[src/rtl/stall_ctrl_if.sv]
// Hazard-unit signal bundle: D/E/M pipeline hazard inputs and stall/flush controls.
interface stall_ctrl_if;
  logic [31:0] IR_D;
  logic [1:0]  tuse_rs_D;
  logic [1:0]  tuse_rt_D;
  logic [4:0]  waddr_E;
  logic [1:0]  tnew_E;
  logic [4:0]  waddr_M;
  logic [1:0]  tnew_M;
  logic        md_start_E;
  logic        md_div_E;
  logic        md_use_D;
  logic        stall_F;
  logic        stall_D;
  logic        flush_E;
  logic        md_busy;
  logic [15:0] stall_cnt;

  modport master (
    output IR_D, tuse_rs_D, tuse_rt_D, waddr_E, tnew_E, waddr_M, tnew_M,
           md_start_E, md_div_E, md_use_D,
    input  stall_F, stall_D, flush_E, md_busy, stall_cnt
  );

  modport slave (
    input  IR_D, tuse_rs_D, tuse_rt_D, waddr_E, tnew_E, waddr_M, tnew_M,
           md_start_E, md_div_E, md_use_D,
    output stall_F, stall_D, flush_E, md_busy, stall_cnt
  );
endinterface

[src/rtl/stall_ctrl.sv]
// Pipeline stall controller: register-operand hazards against E/M, mult/div
// occupancy countdown, and a saturating count of stalled cycles.
module stall_ctrl (
  input  logic        clk,
  input  logic        reset,
  stall_ctrl_if.slave bus
);
  localparam logic [3:0] DIV_CYCLES = 4'd10;
  localparam logic [3:0] MUL_CYCLES = 4'd5;

  logic [4:0]  w_rs;
  logic [4:0]  w_rt;
  logic        w_haz_rs_e;
  logic        w_haz_rs_m;
  logic        w_haz_rt_e;
  logic        w_haz_rt_m;
  logic        w_reg_stall;
  logic        w_md_busy;
  logic        w_md_stall;
  logic        w_stall;
  logic        w_unused_ir;
  logic [3:0]  r_md_cnt;
  logic [15:0] r_stall_cnt;

  assign w_rs        = bus.IR_D[25:21];
  assign w_rt        = bus.IR_D[20:16];
  assign w_unused_ir = ^{bus.IR_D[31:26], bus.IR_D[15:0]};

  // tuse==3 marks an unused operand; it can never be strictly below any tnew
  // anyway, but the explicit guard keeps the intent visible.
  always_comb begin
    w_haz_rs_e = (bus.tuse_rs_D != 2'd3) && (bus.waddr_E != '0) &&
                 (w_rs == bus.waddr_E) && (bus.tuse_rs_D < bus.tnew_E);
    w_haz_rs_m = (bus.tuse_rs_D != 2'd3) && (bus.waddr_M != '0) &&
                 (w_rs == bus.waddr_M) && (bus.tuse_rs_D < bus.tnew_M);
    w_haz_rt_e = (bus.tuse_rt_D != 2'd3) && (bus.waddr_E != '0) &&
                 (w_rt == bus.waddr_E) && (bus.tuse_rt_D < bus.tnew_E);
    w_haz_rt_m = (bus.tuse_rt_D != 2'd3) && (bus.waddr_M != '0) &&
                 (w_rt == bus.waddr_M) && (bus.tuse_rt_D < bus.tnew_M);
    w_reg_stall = w_haz_rs_e | w_haz_rs_m | w_haz_rt_e | w_haz_rt_m;
  end

  assign w_md_busy  = (r_md_cnt != '0) | bus.md_start_E;
  assign w_md_stall = bus.md_use_D & w_md_busy;
  assign w_stall    = w_reg_stall | w_md_stall;

  always_ff @(posedge clk or posedge reset) begin
    if (reset) begin
      r_md_cnt <= '0;
    end else if (r_md_cnt == '0) begin
      if (bus.md_start_E) begin
        r_md_cnt <= bus.md_div_E ? DIV_CYCLES : MUL_CYCLES;
      end
    end else begin
      r_md_cnt <= r_md_cnt - 4'd1;
    end
  end

  always_ff @(posedge clk or posedge reset) begin
    if (reset) begin
      r_stall_cnt <= '0;
    end else if (w_stall && (r_stall_cnt != '1)) begin
      r_stall_cnt <= r_stall_cnt + 16'd1;
    end
  end

  assign bus.stall_F   = w_stall;
  assign bus.stall_D   = w_stall;
  assign bus.flush_E   = w_stall;
  assign bus.md_busy   = w_md_busy;
  assign bus.stall_cnt = r_stall_cnt;
endmodule

[src/flat_wrapper.sv]
// flat-port wrapper written by rule: the top's interface ports become plain ports
module stall_ctrl_flat 
  (clk, reset, bus_IR_D, bus_tuse_rs_D, bus_tuse_rt_D, bus_waddr_E, bus_tnew_E, bus_waddr_M, bus_tnew_M, bus_md_start_E, bus_md_div_E, bus_md_use_D, bus_stall_F, bus_stall_D, bus_flush_E, bus_md_busy, bus_stall_cnt);
  stall_ctrl_if bus_i ();
  input  logic clk;
  input  logic reset;
  input wire logic [$bits(bus_i.IR_D)-1:0] bus_IR_D;
  input wire logic [$bits(bus_i.tuse_rs_D)-1:0] bus_tuse_rs_D;
  input wire logic [$bits(bus_i.tuse_rt_D)-1:0] bus_tuse_rt_D;
  input wire logic [$bits(bus_i.waddr_E)-1:0] bus_waddr_E;
  input wire logic [$bits(bus_i.tnew_E)-1:0] bus_tnew_E;
  input wire logic [$bits(bus_i.waddr_M)-1:0] bus_waddr_M;
  input wire logic [$bits(bus_i.tnew_M)-1:0] bus_tnew_M;
  input wire logic [$bits(bus_i.md_start_E)-1:0] bus_md_start_E;
  input wire logic [$bits(bus_i.md_div_E)-1:0] bus_md_div_E;
  input wire logic [$bits(bus_i.md_use_D)-1:0] bus_md_use_D;
  output wire logic [$bits(bus_i.stall_F)-1:0] bus_stall_F;
  output wire logic [$bits(bus_i.stall_D)-1:0] bus_stall_D;
  output wire logic [$bits(bus_i.flush_E)-1:0] bus_flush_E;
  output wire logic [$bits(bus_i.md_busy)-1:0] bus_md_busy;
  output wire logic [$bits(bus_i.stall_cnt)-1:0] bus_stall_cnt;
  assign bus_i.IR_D = bus_IR_D;
  assign bus_i.tuse_rs_D = bus_tuse_rs_D;
  assign bus_i.tuse_rt_D = bus_tuse_rt_D;
  assign bus_i.waddr_E = bus_waddr_E;
  assign bus_i.tnew_E = bus_tnew_E;
  assign bus_i.waddr_M = bus_waddr_M;
  assign bus_i.tnew_M = bus_tnew_M;
  assign bus_i.md_start_E = bus_md_start_E;
  assign bus_i.md_div_E = bus_md_div_E;
  assign bus_i.md_use_D = bus_md_use_D;
  assign bus_stall_F = bus_i.stall_F;
  assign bus_stall_D = bus_i.stall_D;
  assign bus_flush_E = bus_i.flush_E;
  assign bus_md_busy = bus_i.md_busy;
  assign bus_stall_cnt = bus_i.stall_cnt;
  stall_ctrl u_core (.clk(clk), .reset(reset), .bus(bus_i));
endmodule
[config.mk]
export PLATFORM = sky130hd
export DESIGN_NAME = stall_ctrl_flat
export DESIGN_NICKNAME = d
export VERILOG_FILES = /design/src/rtl/stall_ctrl_if.sv /design/src/rtl/stall_ctrl.sv /design/src/flat_wrapper.sv
export SDC_FILE = /design/constraint.sdc
export NUM_CORES = 1
export LEC_CHECK = 0
export ABC_AREA = 0
export CORE_ASPECT_RATIO = 1.4
export CORE_MARGIN = 2
export CORE_UTILIZATION = 32
export DETAILED_ROUTE_END_ITERATION = 6
export DONT_BUFFER_PORTS = 1
export HOLD_SLACK_MARGIN = 0.08
export PLACE_DENSITY_LB_ADDON = 0.3
export SETUP_SLACK_MARGIN = 0.1
export SLEW_MARGIN = 20
export SYNTH_ARGS = -nofsm -noshare
export SYNTH_HDL_FRONTEND = slang
export SYNTH_SLANG_ARGS = --single-unit
export TNS_END_PERCENT = 100
[constraint.sdc]
create_clock -name clk -period 2.1 [get_ports clk]
set_input_delay 0.21 -clock clk [delete_from_list [all_inputs] [get_ports clk]]
set_output_delay 0.21 -clock clk [all_outputs]
set_load 0.005 [all_outputs]
After elaboration in Yosys (flattened, before gate mapping)
Cells that the tools add are included.
{"block": "totals", "ff_bits": 20, "input_bits": 55, "output_inout_bits": 20, "word_cells": 42}
{"block": "classes", "n_addsub": 2, "magnitude_cmp": 4, "eq_ne": 8, "n_mux": 3, "bitwise": 6, "n_reduce_logical": 17}
{"operator": "$eq A5 B5 Y1", "n": 4}
{"operator": "$add A16 B1 Y16 const B", "n": 1}
{"operator": "$ne A16 B16 Y1 const B", "n": 1}
{"operator": "$logic_and A1 B1 Y1", "n": 13}
{"operator": "$mux W4", "n": 3}
{"operator": "$reduce_bool A5 Y1", "n": 2}
{"operator": "$lt A2 B2 Y1", "n": 4}
{"operator": "$ne A2 B2 Y1 const B", "n": 3}
{"operator": "$or A1 B1 Y1", "n": 5}
{"operator": "$logic_not A4 Y1", "n": 1}
{"operator": "$reduce_bool A4 Y1", "n": 1}
{"operator": "$sub A4 B1 Y4 const B", "n": 1}
{"operator": "$and A1 B1 Y1", "n": 1}

Longest topological paths before layout
{"block": "logic_depth", "depth_word": 9, "depth_mapped": 9, "ltp_nobuf": 8}

Worst setup path after synthesis
OpenSTA, ideal clock, no wires.
{"block": "synth_path", "kind": "flip-flop to flip-flop", "from": "register u_core.r_md_cnt[0]", "to": "register u_core.r_stall_cnt[14], in the netlist u_core.bus.stall_cnt[14]", "setup_ns": 0.125, "t_arrival_ns": 2.116, "t_required_ns": 1.975, "slack_ns": -0.141, "stages_incl_launch_ff": 10, "n_path_buf": 1, "cell_sequence": "dfrtp_1 > inv_1 > ha_1 > or3b_4 > or2_1 > a32oi_1 > nand4_1 > buf_2 > nand4_1 > mux2_2"}
{"block": "synth_between", "elab_chain_cells": 5}
{"element": "start, declared", "line_no": "stall_ctrl.sv:22", "source": "logic [3:0] r_md_cnt;"}
{"element": "start signal, assigned", "line_no": "stall_ctrl.sv:52", "source": "r_md_cnt <= bus.md_div_E ? DIV_CYCLES : MUL_CYCLES;"}
{"element": "start signal, assigned", "line_no": "stall_ctrl.sv:55", "source": "r_md_cnt <= r_md_cnt - 4'd1;"}
{"element": "$reduce_bool A4 Y1", "line_no": "stall_ctrl.sv:43", "source": "assign w_md_busy = (r_md_cnt != '0) | bus.md_start_E;"}
{"element": "$or A1 B1 Y1", "line_no": "stall_ctrl.sv:43"}
{"element": "named net bus_md_busy", "line_no": "flat_wrapper.sv:20", "source": "output wire logic [$bits(bus_i.md_busy)-1:0] bus_md_busy;"}
{"element": "$and A1 B1 Y1", "line_no": "stall_ctrl.sv:44", "source": "assign w_md_stall = bus.md_use_D & w_md_busy;"}
{"element": "$or A1 B1 Y1", "line_no": "stall_ctrl.sv:45", "source": "assign w_stall = w_reg_stall | w_md_stall;"}
{"element": "$logic_and A1 B1 Y1", "line_no": "stall_ctrl.sv:62", "source": "end else if (w_stall && (r_stall_cnt != '1)) begin"}
{"element": "end signal, assigned", "line_no": "stall_ctrl.sv:63", "source": "r_stall_cnt <= r_stall_cnt + 16'd1;"}
{"element": "end, declared", "line_no": "stall_ctrl.sv:23", "source": "logic [15:0] r_stall_cnt;"}
The timed path passes the listed nets, and every way through them passes these cells.
A chain may end at the register's enable or synchronous reset.

Final worst setup path
{"block": "layout_path", "from": "register u_core.r_md_cnt[1]", "to": "output port bus_stall_D"}
{"block": "layout_between", "elab_chain_cells": 4}
{"element": "$reduce_bool A4 Y1", "line_no": "stall_ctrl.sv:43"}
{"element": "$or A1 B1 Y1", "line_no": "stall_ctrl.sv:43"}
{"element": "$and A1 B1 Y1", "line_no": "stall_ctrl.sv:44"}
{"element": "$or A1 B1 Y1", "line_no": "stall_ctrl.sv:45"}
{"element": "end, declared", "line_no": "flat_wrapper.sv:18", "source": "output wire logic [$bits(bus_i.stall_D)-1:0] bus_stall_D;"}
No other way between the ends.

==> impl_results.md <==
- Hold Vio Cnt, Final: 0
- Main combinational cell family by area after synthesis: simple AND/OR/NAND/NOR gates
- Post-synthesis mux area share: 3.06%
- Worst-path clk slew: 0.07 ns
- Cell Area, Placed: 0.00154 mm²
- GRT Util Overall: 15.4%
- Outcome: finished, violations left
- Seq/Total Area, Yosys: 36.0%
- RePlAce Congestion: 0.855
- Seq. cell area: 500 µm²
- ANT nets after route: 0
- Layout cells sized above 1: 27.3%
- Worst Tran Pin Value: 0.758 ns
- First drt pass iteration count: 4
- Routed WL per cell: 16.0 µm
- Worst hold slack: 0.186 ns
- WL final: 3.47 mm
- Failing checks: negative setup slack
- Root Buffer: clkbuf_8
- Vias in the first global route: 1367
- Ys Warns: 0
- Finished Core Util: 42.2%
- Area occupied by multi-input gates: 935 µm²
- Combinational Power Share: 40.7%
- Starting DRT DRC Count: 49
- Die area: 0.00489 mm²
- Chip height: 82.0 µm
- Final min period: 2.33 ns
- Most used flip-flop cell after synthesis: dfrtp_1
- Final slew viol count: 0
- Mapped Cells: 148
- Syn Nets: 209
- Count of final setup violators: 17
- H-Tree Depth: 1
- Worst path required time: 1.89 ns
- Via/cell ratio: 5.85
- Max IR drop VDD: 276 µV
- Max-cap violation count: 0
- Hpwl dp: 2.70 mm
- FILL cells: 418
- Core Area: 0.00420 mm²
- LEAKAGE: 0.755 nW
- FF+latch count, synth: 20
- Synth Area in Adders: 5.40%
- Die W: 59.7 µm
- Rows: 28
- Post-route setup slack: -0.228 ns
- Hold Crit Class: in -> reg
- Clock Tree Buf Depth: 2
- WS Path Type: reg -> out
- First-pass GRT wire length: 5.71 mm
- CTS tree: done
- Starting Density: 33.1%
- Crit. End Element: primary output
- Period utilization: 111%
- EDFF count, synth: 0
- Mapped Area: 0.00139 mm²
- CP Launch Type: register
- CP arrival: 2.12 ns
- Crit path max fanout: 3
- Clk_lat worst skew: 0.26 ns
- Post-synth ARST share: 100%
- Pin count of the biggest net entering global routing: 21
- Final setup TNS: -2.10 ns
- Slew HR: 49.4%
- I/O pin count: 75
- CTS Buf Count: 3
- Net Sw Frac: 34.1%
- Synth unique cells: 31
- Drt drc: 0
- Ant diodes: 0
- PortBufs: 0
- NetSw: 0.533 mW
- Synth Area in XOR/XNOR: 18.9%
- Initial antenna violation count: 0
- RSZ-0062 raised after global routing: true
- Routed via count: 1270
- TritonCTS sink count: 20
- Simple-gate share of the synthesized area: 20.5%
- Total gr overflow: 0
- P&R area growth vs syn: 27.6%
- Compound-Gate Fraction of Synth Area: 12.4%
- Clock share of power: 18.5%
- Avg Cell Area, Syn: 9.39 µm²
- Post-route cell area: 0.00177 mm²
- Seq pwr share: 40.8%
- Final nets: 234
- Power density over the cells: 881 mW/mm²
- Fin Clk Skew: 0.00427 ns
- Cell internal pwr: 1.03 mW
- Achievable Freq: 430 MHz
[cells by family after synthesis]
family | after synthesis
and+or+nand+nor | 51
buffers and inverters | 11
AOI/OAI and AO/OA | 26
adders and majority gates | 6
xor gates and xnor gates | 30
DFF | 20
muxes | 4
[registers in the layout, indices dropped and copies added, names as in the netlist]
signal                cells
u_core.r_md_cnt           4
u_core.bus.stall_cnt     16
[power groups by stage]
stage	combinational [mW]	clock, mW	sequential, mW
after floorplan	0.332	0	0.610
after global placement	0.470	0	0.630
after detailed placement	0.503	0	0.633
after CTS	0.550	0.300	0.637
after global routing	0.710	0.325	0.661
final	0.637	0.289	0.638
[routing by layer]
layer,GRT usage (%),routed length (µm)
met5,0,0
met4,7.33,85
met3,6.30,325
met2,28.6,1930
met1,13.9,1130
[critical path, stage by stage (launching register included)]
cell	delay, ns
dfrtp_1	0.41
inv_2	0.08
ha_4	0.12
or3b_4	0.38
or2_4	0.24
a32oi_1	0.14
nand4_1	0.12
buf_6	0.15
buf_6	0.11
buf_6	0.12
[metrics by stage]
step                std cells  total power, mW  setup slack (ns)
floorplan                 148            0.942            -0.126
global placement          205             1.10            -0.130
detailed placement        205             1.14            -0.170
CTS                       212             1.49            -0.235
global route              217             1.70            -0.320
finish                    217             1.56            -0.228
[synth_stat cells, drive strengths merged, types with 2 or more instances]
library cell  count  area share (%)
a21oi             6             2.2
xor2             14             8.8
dfrtp            20              36
a41oi             4             2.5
nand2             7             2.1
inv               7             1.9
nor2              5             1.4
and4              3             1.9
a211oi            5             2.7
mux2i             2             1.4
o21ai             5             1.8
nor3              3             1.1
a31oi             2            0.90
xnor2            16              10
and3              5             2.3
nand3            12             4.3
nand4             7             3.2
ha                6             5.4
nand2b            5             2.3
mux2              2             1.6
buf               4             1.8
[placed cells by master, fill, tap and decap left out, types with 2 or more instances in the layout]
master     n
a211oi_1   5
a21oi_1    4
a21oi_2    2
a31oi_1    2
a41oi_1    2
a41oi_2    2
and3_1     5
and4_1     3
buf_4     18
buf_6      5
clkbuf_8   4
dfrtp_1   20
ha_1       5
inv_1      5
inv_2      2
mux2i_1    2
nand2_1    6
nand2b_1   5
nand3_1    5
nand3_2    6
nand4_1    7
nor2_1     5
nor3_1     3
o21ai_0    5
xnor2_1   15
xor2_1    14
[worst paths after layout]
check	startpoint	to	slack [ns]	cells past startpoint
max	u_core.r_md_cnt[1]$_DFFE_PP0N_	bus_stall_D	-0.23	9
min	bus_md_start_E	u_core.r_md_cnt[0]$_DFFE_PP0N_	0.19	2
max reg2reg	u_core.r_md_cnt[1]$_DFFE_PP0N_	u_core.bus.stall_cnt[12]$_DFFE_PP0P_	-0.21	11
min reg2reg	u_core.r_md_cnt[3]$_DFFE_PP0N_	u_core.r_md_cnt[3]$_DFFE_PP0N_	0.53	1
max in group asynchronous	reset	u_core.bus.stall_cnt[10]$_DFFE_PP0P_	1.09	2
min in group asynchronous	reset	u_core.bus.stall_cnt[14]$_DFFE_PP0P_	0.53	2
[cell type report]
type	count	area share (%)
multi-input cells	117	52.7
flip-flops and latches	20	28.2
clock buffers	4	3.10
repair buffers	24	11.4
inverters	7	1.48
well taps	45	3.17
[what timing repair did]
item	4_1_cts	5_1_grt
setup endpoints to repair	20	20
hold endpoints to repair	20	0
hold buffers	1	0
pin swaps	5	5
resized for setup	13	11
buffers inserted	2	5
Power figures use the tool's default switching activity.
